**src/rtl/instr_fetch_unit.sv**
```systemverilog
// Instruction fetch unit: single-outstanding memory fetch with a registered output,
// a one-entry skid buffer for decode backpressure, and branch redirect handling.
module instr_fetch_unit #(
    parameter logic [31:0] RESET_PC = 32'h0000_0000
) (
    input  logic        clk,
    input  logic        rst,
    output logic        imem_req,
    output logic [31:0] imem_addr,
    input  logic        imem_gnt,
    input  logic        imem_rvalid,
    input  logic [31:0] imem_rdata,
    input  logic        redirect_valid,
    input  logic [31:0] redirect_pc,
    input  logic        instr_ready,
    output logic        instr_valid,
    output logic [31:0] instr_word,
    output logic [31:0] instr_pc,
    output logic [6:0]  opcode
);

    typedef enum logic [1:0] {S_REQ, S_WAIT, S_DROP, S_HOLD} state_e;

    state_e      state_q, state_d;
    logic [31:0] pc_q, pc_d;
    logic [31:0] req_pc_q, req_pc_d;
    logic [31:0] instr_word_q, instr_word_d;
    logic [31:0] instr_pc_q, instr_pc_d;
    logic        instr_valid_q, instr_valid_d;
    logic [31:0] skid_word_q, skid_word_d;
    logic [31:0] skid_pc_q, skid_pc_d;
    logic        out_free;
    logic        consume;

    assign consume  = instr_valid_q & instr_ready;
    assign out_free = ~instr_valid_q | instr_ready;

    always_ff @(posedge clk or posedge rst) begin
        if (rst) begin
            state_q <= S_REQ;
        end else begin
            state_q <= state_d;
        end
    end

    always_comb begin
        state_d = state_q;
        case (state_q)
            S_REQ: begin
                if (redirect_valid) state_d = S_REQ;
                else if (imem_gnt)  state_d = S_WAIT;
            end
            S_WAIT: begin
                if (redirect_valid)   state_d = imem_rvalid ? S_REQ : S_DROP;
                else if (imem_rvalid) state_d = out_free ? S_REQ : S_HOLD;
            end
            // A redirect here only retargets pc; the outstanding return must still be eaten
            S_DROP: begin
                if (imem_rvalid) state_d = S_REQ;
            end
            S_HOLD: begin
                if (redirect_valid || instr_ready) state_d = S_REQ;
            end
            default: state_d = S_REQ;
        endcase
    end

    always_comb begin
        imem_req    = (state_q == S_REQ) && !rst;
        imem_addr   = pc_q;
        instr_valid = instr_valid_q;
        instr_word  = instr_word_q;
        instr_pc    = instr_pc_q;
        opcode      = instr_word_q[6:0];
    end

    always_comb begin
        pc_d          = pc_q;
        req_pc_d      = req_pc_q;
        instr_word_d  = instr_word_q;
        instr_pc_d    = instr_pc_q;
        instr_valid_d = instr_valid_q;
        skid_word_d   = skid_word_q;
        skid_pc_d     = skid_pc_q;
        if (redirect_valid) begin
            pc_d          = redirect_pc & ~32'h3;
            instr_valid_d = 1'b0;
            skid_word_d   = '0;
            skid_pc_d     = '0;
        end else begin
            if (consume) instr_valid_d = 1'b0;
            case (state_q)
                S_REQ: begin
                    if (imem_gnt) begin
                        req_pc_d = pc_q;
                        pc_d     = pc_q + 32'd4;
                    end
                end
                S_WAIT: begin
                    if (imem_rvalid) begin
                        if (out_free) begin
                            instr_word_d  = imem_rdata;
                            instr_pc_d    = req_pc_q;
                            instr_valid_d = 1'b1;
                        end else begin
                            skid_word_d = imem_rdata;
                            skid_pc_d   = req_pc_q;
                        end
                    end
                end
                S_HOLD: begin
                    if (instr_ready) begin
                        instr_word_d  = skid_word_q;
                        instr_pc_d    = skid_pc_q;
                        instr_valid_d = 1'b1;
                    end
                end
                default: ;
            endcase
        end
    end

    always_ff @(posedge clk or posedge rst) begin
        if (rst) begin
            pc_q          <= RESET_PC;
            req_pc_q      <= '0;
            instr_word_q  <= '0;
            instr_pc_q    <= '0;
            instr_valid_q <= 1'b0;
            skid_word_q   <= '0;
            skid_pc_q     <= '0;
        end else begin
            pc_q          <= pc_d;
            req_pc_q      <= req_pc_d;
            instr_word_q  <= instr_word_d;
            instr_pc_q    <= instr_pc_d;
            instr_valid_q <= instr_valid_d;
            skid_word_q   <= skid_word_d;
            skid_pc_q     <= skid_pc_d;
        end
    end

endmodule

```
**config.mk**
```make
export PLATFORM = sky130hd
export DESIGN_NAME = instr_fetch_unit
export DESIGN_NICKNAME = d
export VERILOG_FILES = /design/src/rtl/instr_fetch_unit.sv
export SDC_FILE = /design/constraint.sdc
export NUM_CORES = 1
export LEC_CHECK = 0
export ABC_CLOCK_PERIOD_IN_PS = 6000
export CAP_MARGIN = 10
export CORE_MARGIN = 4
export CORE_UTILIZATION = 47
export CTS_CLUSTER_SIZE = 16
export DETAILED_ROUTE_END_ITERATION = 8
export PLACE_DENSITY = 0.77
export SYNTH_ARGS = -nofsm -noshare
export SYNTH_HDL_FRONTEND = slang
export SYNTH_SLANG_ARGS = --single-unit
```
**constraint.sdc**
```tcl
create_clock -name clk -period 6 [get_ports clk]
set_input_delay 1.2 -clock clk [delete_from_list [all_inputs] [get_ports clk]]
set_output_delay 1.2 -clock clk [all_outputs]
set_load 0.02 [all_outputs]
```
Word level (Yosys, flattened, before mapping)
Index checks and enable logic that the tools add are counted.
{ "totals": {"output_inout_bits": 105, "in_bits": 70, "elab_cells": 72, "regBits": 195} }
{ "op_classes": {"add_sub_neg": 1, "n_mux": 34, "bitwise": 4, "eq_ne": 11, "n_reduce_logical": 14} }
{ "ops": {"columns": ["cell", "count"], "rows": [
  ["32-bit two-way mux", 17],
  ["32-bit one-hot mux with 2 select lines", 2],
  ["32-bit by 3-bit adder with 32-bit output, second input constant", 1],
  ["2-bit two-way mux", 8],
  ["2-bit inequality test, second input constant", 6],
  ["2-bit nonzero test", 5],
  ["2-bit one-hot mux with 4 select lines", 1],
  ["3-bit inequality test, second input constant", 2],
  ["3-bit AND reduction", 2],
  ["1-bit two-way mux", 5],
  ["5-bit AND reduction", 1],
  ["2-bit equality test, second input constant", 2],
  ["4-bit AND reduction", 1],
  ["2-bit by 1-bit equality test with 1-bit output, second input constant", 1],
  ["2-bit zero test", 1],
  ["1-bit inverter", 2],
  ["1-bit one-hot mux with 2 select lines", 1],
  ["2-bit AND reduction", 1],
  ["1-bit bitwise AND", 1],
  ["1-bit logical AND", 1],
  ["1-bit zero test", 1],
  ["1-bit logical OR", 1],
  ["1-bit bitwise OR", 1]
]} }

Logic depth before layout (Yosys ltp)
{ "logic_depth": {"depth_word": 6, "depth_mapped": 7, "mapped_depth_nobuf": 5} }

Worst setup path before layout
Ideal clock, no wire load.
{ "synth_path": {"path_kind": "input port to output port", "startpoint": "input port rst", "endpoint": "output port imem_req", "path_stages": 1, "slack_ps": 3145, "required_ps": 4800, "arrival_time_ps": 1655, "path_buffers": 0, "cell_sequence": "nor3_1"} }
{ "synth_between": {"elab_chain_len": 2} }
{ "synth_rtl": {"columns": ["item", "line_no", "source"], "rows": [
  ["start, declared", "7", "input logic rst,"],
  ["1-bit zero test (no source line)", null, null],
  ["1-bit logical AND", "69", "imem_req = (state_q == S_REQ) && !rst;"],
  ["end, declared", "8", "output logic imem_req,"]
]} }
Every way passes these cells.

Worst setup path after layout
Ends and elaborated chain as after synthesis.

==> out/qor.txt <==
status - finished clean
type of origin of the critical path - input port
Pwr Total - 0.00400 W
unrepaired setup endpoints after global routing - no
Sink Count - 189
Max Buffers Root-to-Sink - 2
Final Cell Area - 0.0108 sq mm
clk_lat worst skew - 0.44 ns
DRC Markers - 0
FF+latch count, synth - 189
worst-path cell chain - clkdlybuf4s50_1, nor3_1, clkdlybuf4s50_1
Worst Setup End Kind - primary output
P_leak - 4.77 nW
post-cts resize count - 0
Most common cell on crit path - clkdlybuf4s50_1
setup TNS - 0 ns
Reg clk slew, reported paths - 0.07 ns
synth unique cells - 41
R2R Path End - instr_word[26]
count leader, synth - dfrtp_1
sequential cell area fraction in the yosys report - 0.558
Synth top area share - 0.558
Port Buf Inserts - 170
Commonest cells post-synth - 189 x dfrtp_1, 151 x nand2_1, 128 x a21oi_1
Max-slew headroom - 0.228
critical path's slowest cell - clkdlybuf4s50_1
crit path DAT - 2.43 ns
Post-synth EDFFs - 0
Layout area overhead - 28.0%
Root Buffer - clkbuf_16
Mean Syn Cell Area - 9.93 sq um
Die Wd - 142 microns
Final Hold Vio Count - 0
initial DRC count - 406
CTS Hold Buffers Added - 0
Worst Hold Class - flip-flop to flip-flop
vias in the first global route - 6615
Total Wirelength - 20600 microns
Max-Cap Viols - 0
worst reg2reg setup slack - 3.34 ns
NumNets Final - 1053
endpoints failing setup - 0
vias per inst - 5.50
H-tree levels - 4
CP peak stage delay - 0.63 ns
most used flip-flop cell after synthesis - dfrtp_1
Initial Utilization - 0.485
row count - 48
critical path class - input port to primary output
Peak VDD IR - 0.253 mV
area post-placement - 0.0103 sq mm
hold path depth - 1
vias post-DR - 6716
Worst Reg-to-Reg Cells - 6
Pre-antenna DRT Iters - 4
share of cells above drive strength 1 - 0.0824
Core ar. - 0.0175 sq mm
post-route ant nets - 0
HP Start - skid_pc_q[1]
hold endpoint - skid_pc_q[1]
total CTS buffers - 17
CP required - 4.80 ns
CTS tree - yes
grt ovf - 0
die footprint - 0.0202 sq mm
worst path bufs/invs - 2
Setup Skew - 0.0109 ns
Max Freq - 0.275 GHz
crit path max fanout - 2
FILL cells - 1447
synth warn - 0
Worst R2R Start - state_q[1]
fin. max-slew vios - 0
Post-CTS Setup Inserts - 0
drt wl/cell - 16.9 microns
hpwl dp - 13100 microns
largest net degree at the start of global routing - 190
Worst-Margin Slew - 1.16 ns
total global routing track utilization - 0.209
gpl congestion - 0.831
final worst path period share - 0.606
Fin Hold WS - 0.521 ns
IO Pins - 175
Synth area leaders - dfrtp_1 56%, a21oi_1 7.6%, mux2i_1 7.4%, nand2_1 6.7%, mux2_2 4.0%
CP delay by family, top - buffers and inverters
Syn Inst Count - 853
global-route wire length before repair - 34200 microns
Ant. Diodes - 0
post-synth top area cell - dfrtp_1
initial antenna violation count - 0
die span in y - 142 microns
fraction of registers with async set/reset - 1.00
Post-Syn Area - 0.00847 sq mm
Cell Pwr Density - 368 mW/mm^2
fin crit period - 3.63 ns
[how the worst max path moves through the flow]
stage           startpoint       endpoint  cells past startpoint
6_report               rst       imem_req                      3
3_3_place_gp           rst       imem_req                      3
2_1_floorplan          rst  imem_addr[10]                      1
4_1_cts                rst       imem_req                      3
5_1_grt                rst       imem_req                      3
3_5_place_dp   instr_ready  instr_word[5]                      7
[cell type report]
| cell class | count | area [sq um] | area share |
|---|---|---|---|
| clock buffer | 17 | 425 | 0.0392 |
| clock inverter | 15 | 171 | 0.0158 |
| inverter | 6 | 26.3 | 0.00242 |
| multi-input combinational | 590 | 3440 | 0.317 |
| sequential | 189 | 4730 | 0.436 |
| tap | 225 | 282 | 0.0259 |
| timing repair buffer | 178 | 1770 | 0.163 |
[registers in the layout (all words and copies together), names as in the netlist]
register     count
instr_word      32
skid_word_q     32
instr_pc        31
skid_pc_q       31
imem_addr       30
req_pc_q        30
state_q          2
instr_valid      1
[cells in the final DEF (no fill, tap or decap), types with 2 or more instances in the layout]
| cell type | Yosys | final |
|---|---|---|
| clkdlybuf4s50_1 | 0 | 169 |
| nand2_1 | 151 | 150 |
| clkinv_4 | 0 | 3 |
| o31ai_1 | 11 | 11 |
| buf_4 | 10 | 8 |
| mux2_2 | 30 | 30 |
| or4_1 | 24 | 24 |
| nor2_1 | 79 | 78 |
| clkbuf_16 | 0 | 17 |
| o211ai_1 | 8 | 8 |
| xnor2_1 | 3 | 3 |
| and4_1 | 3 | 3 |
| a31oi_1 | 12 | 12 |
| inv_6 | 0 | 4 |
| dfrtp_1 | 189 | 189 |
| and3_1 | 5 | 4 |
| xor2_1 | 6 | 6 |
| o21ai_0 | 12 | 12 |
| a21oi_1 | 128 | 128 |
| nand4_1 | 14 | 14 |
| nand3_1 | 20 | 19 |
| inv_1 | 6 | 5 |
| clkinvlp_4 | 0 | 2 |
| mux2i_1 | 63 | 63 |
| nor2b_1 | 2 | 2 |
| inv_8 | 0 | 5 |
| conb_1 | 1 | 2 |
| nor3_1 | 2 | 2 |
[worst register-to-register path: stages, from the launching register on]
cell and delay [ns]:
dfrtp_1 0.57, o21ba_2 0.31, nor4b_2 0.24, buf_4 0.56
buf_4 0.63, nor2_1 0.11, a21oi_1 0.15
[kinds of logic after synthesis]
group | count (synthesis) | share of synthesized area
and+or+nand+nor | 310 | 0.165
DFF | 189 | 0.558
AOI/OAI and AO/OA | 175 | 0.113
muxes | 93 | 0.114
buffers and inverters | 75 | 0.0387
xor gates and xnor gates | 9 | 0.00930
adders and majority gates | 1 | 0.00148
other | 1 | 0.000443
[report_power, final]
| group | internal, W | switching (W) |
|---|---|---|
| clock network | 0.000597 | 0.000548 |
| registers | 0.00152 | 0.000193 |
| logic | 0.000566 | 0.000572 |
| total | 0.00268 | 0.00131 |
[metal layers]
| metal | part of all wire | up-vias | global-route usage | wire length (microns) |
|---|---|---|---|---|
| met3 | 0.061 | 25 | 0.0497 | 1250 |
| met5 | 0 | - | 0 | 0 |
| met2 | 0.46 | 203 | 0.323 | 9540 |
| met1 | 0.46 | 3267 | 0.296 | 9510 |
| li1 | - | 3221 | - | - |
| met4 | 0.015 | 0 | 0.0662 | 318 |
[stage by stage]
| step | setup WS, ns | instances | util |
|---|---|---|---|
| 2_1_floorplan | 2.37 | 854 | - |
| 3_3_place_gp | 2.37 | 1188 | 0.587 |
| 3_5_place_dp | 2.30 | 1188 | 0.587 |
| 4_1_cts | 2.35 | 1220 | 0.621 |
| 5_1_grt | 2.30 | 1220 | 0.621 |
| 6_report | 2.37 | 1220 | 0.621 |
Note: power is estimated with default switching activity, not from simulation.
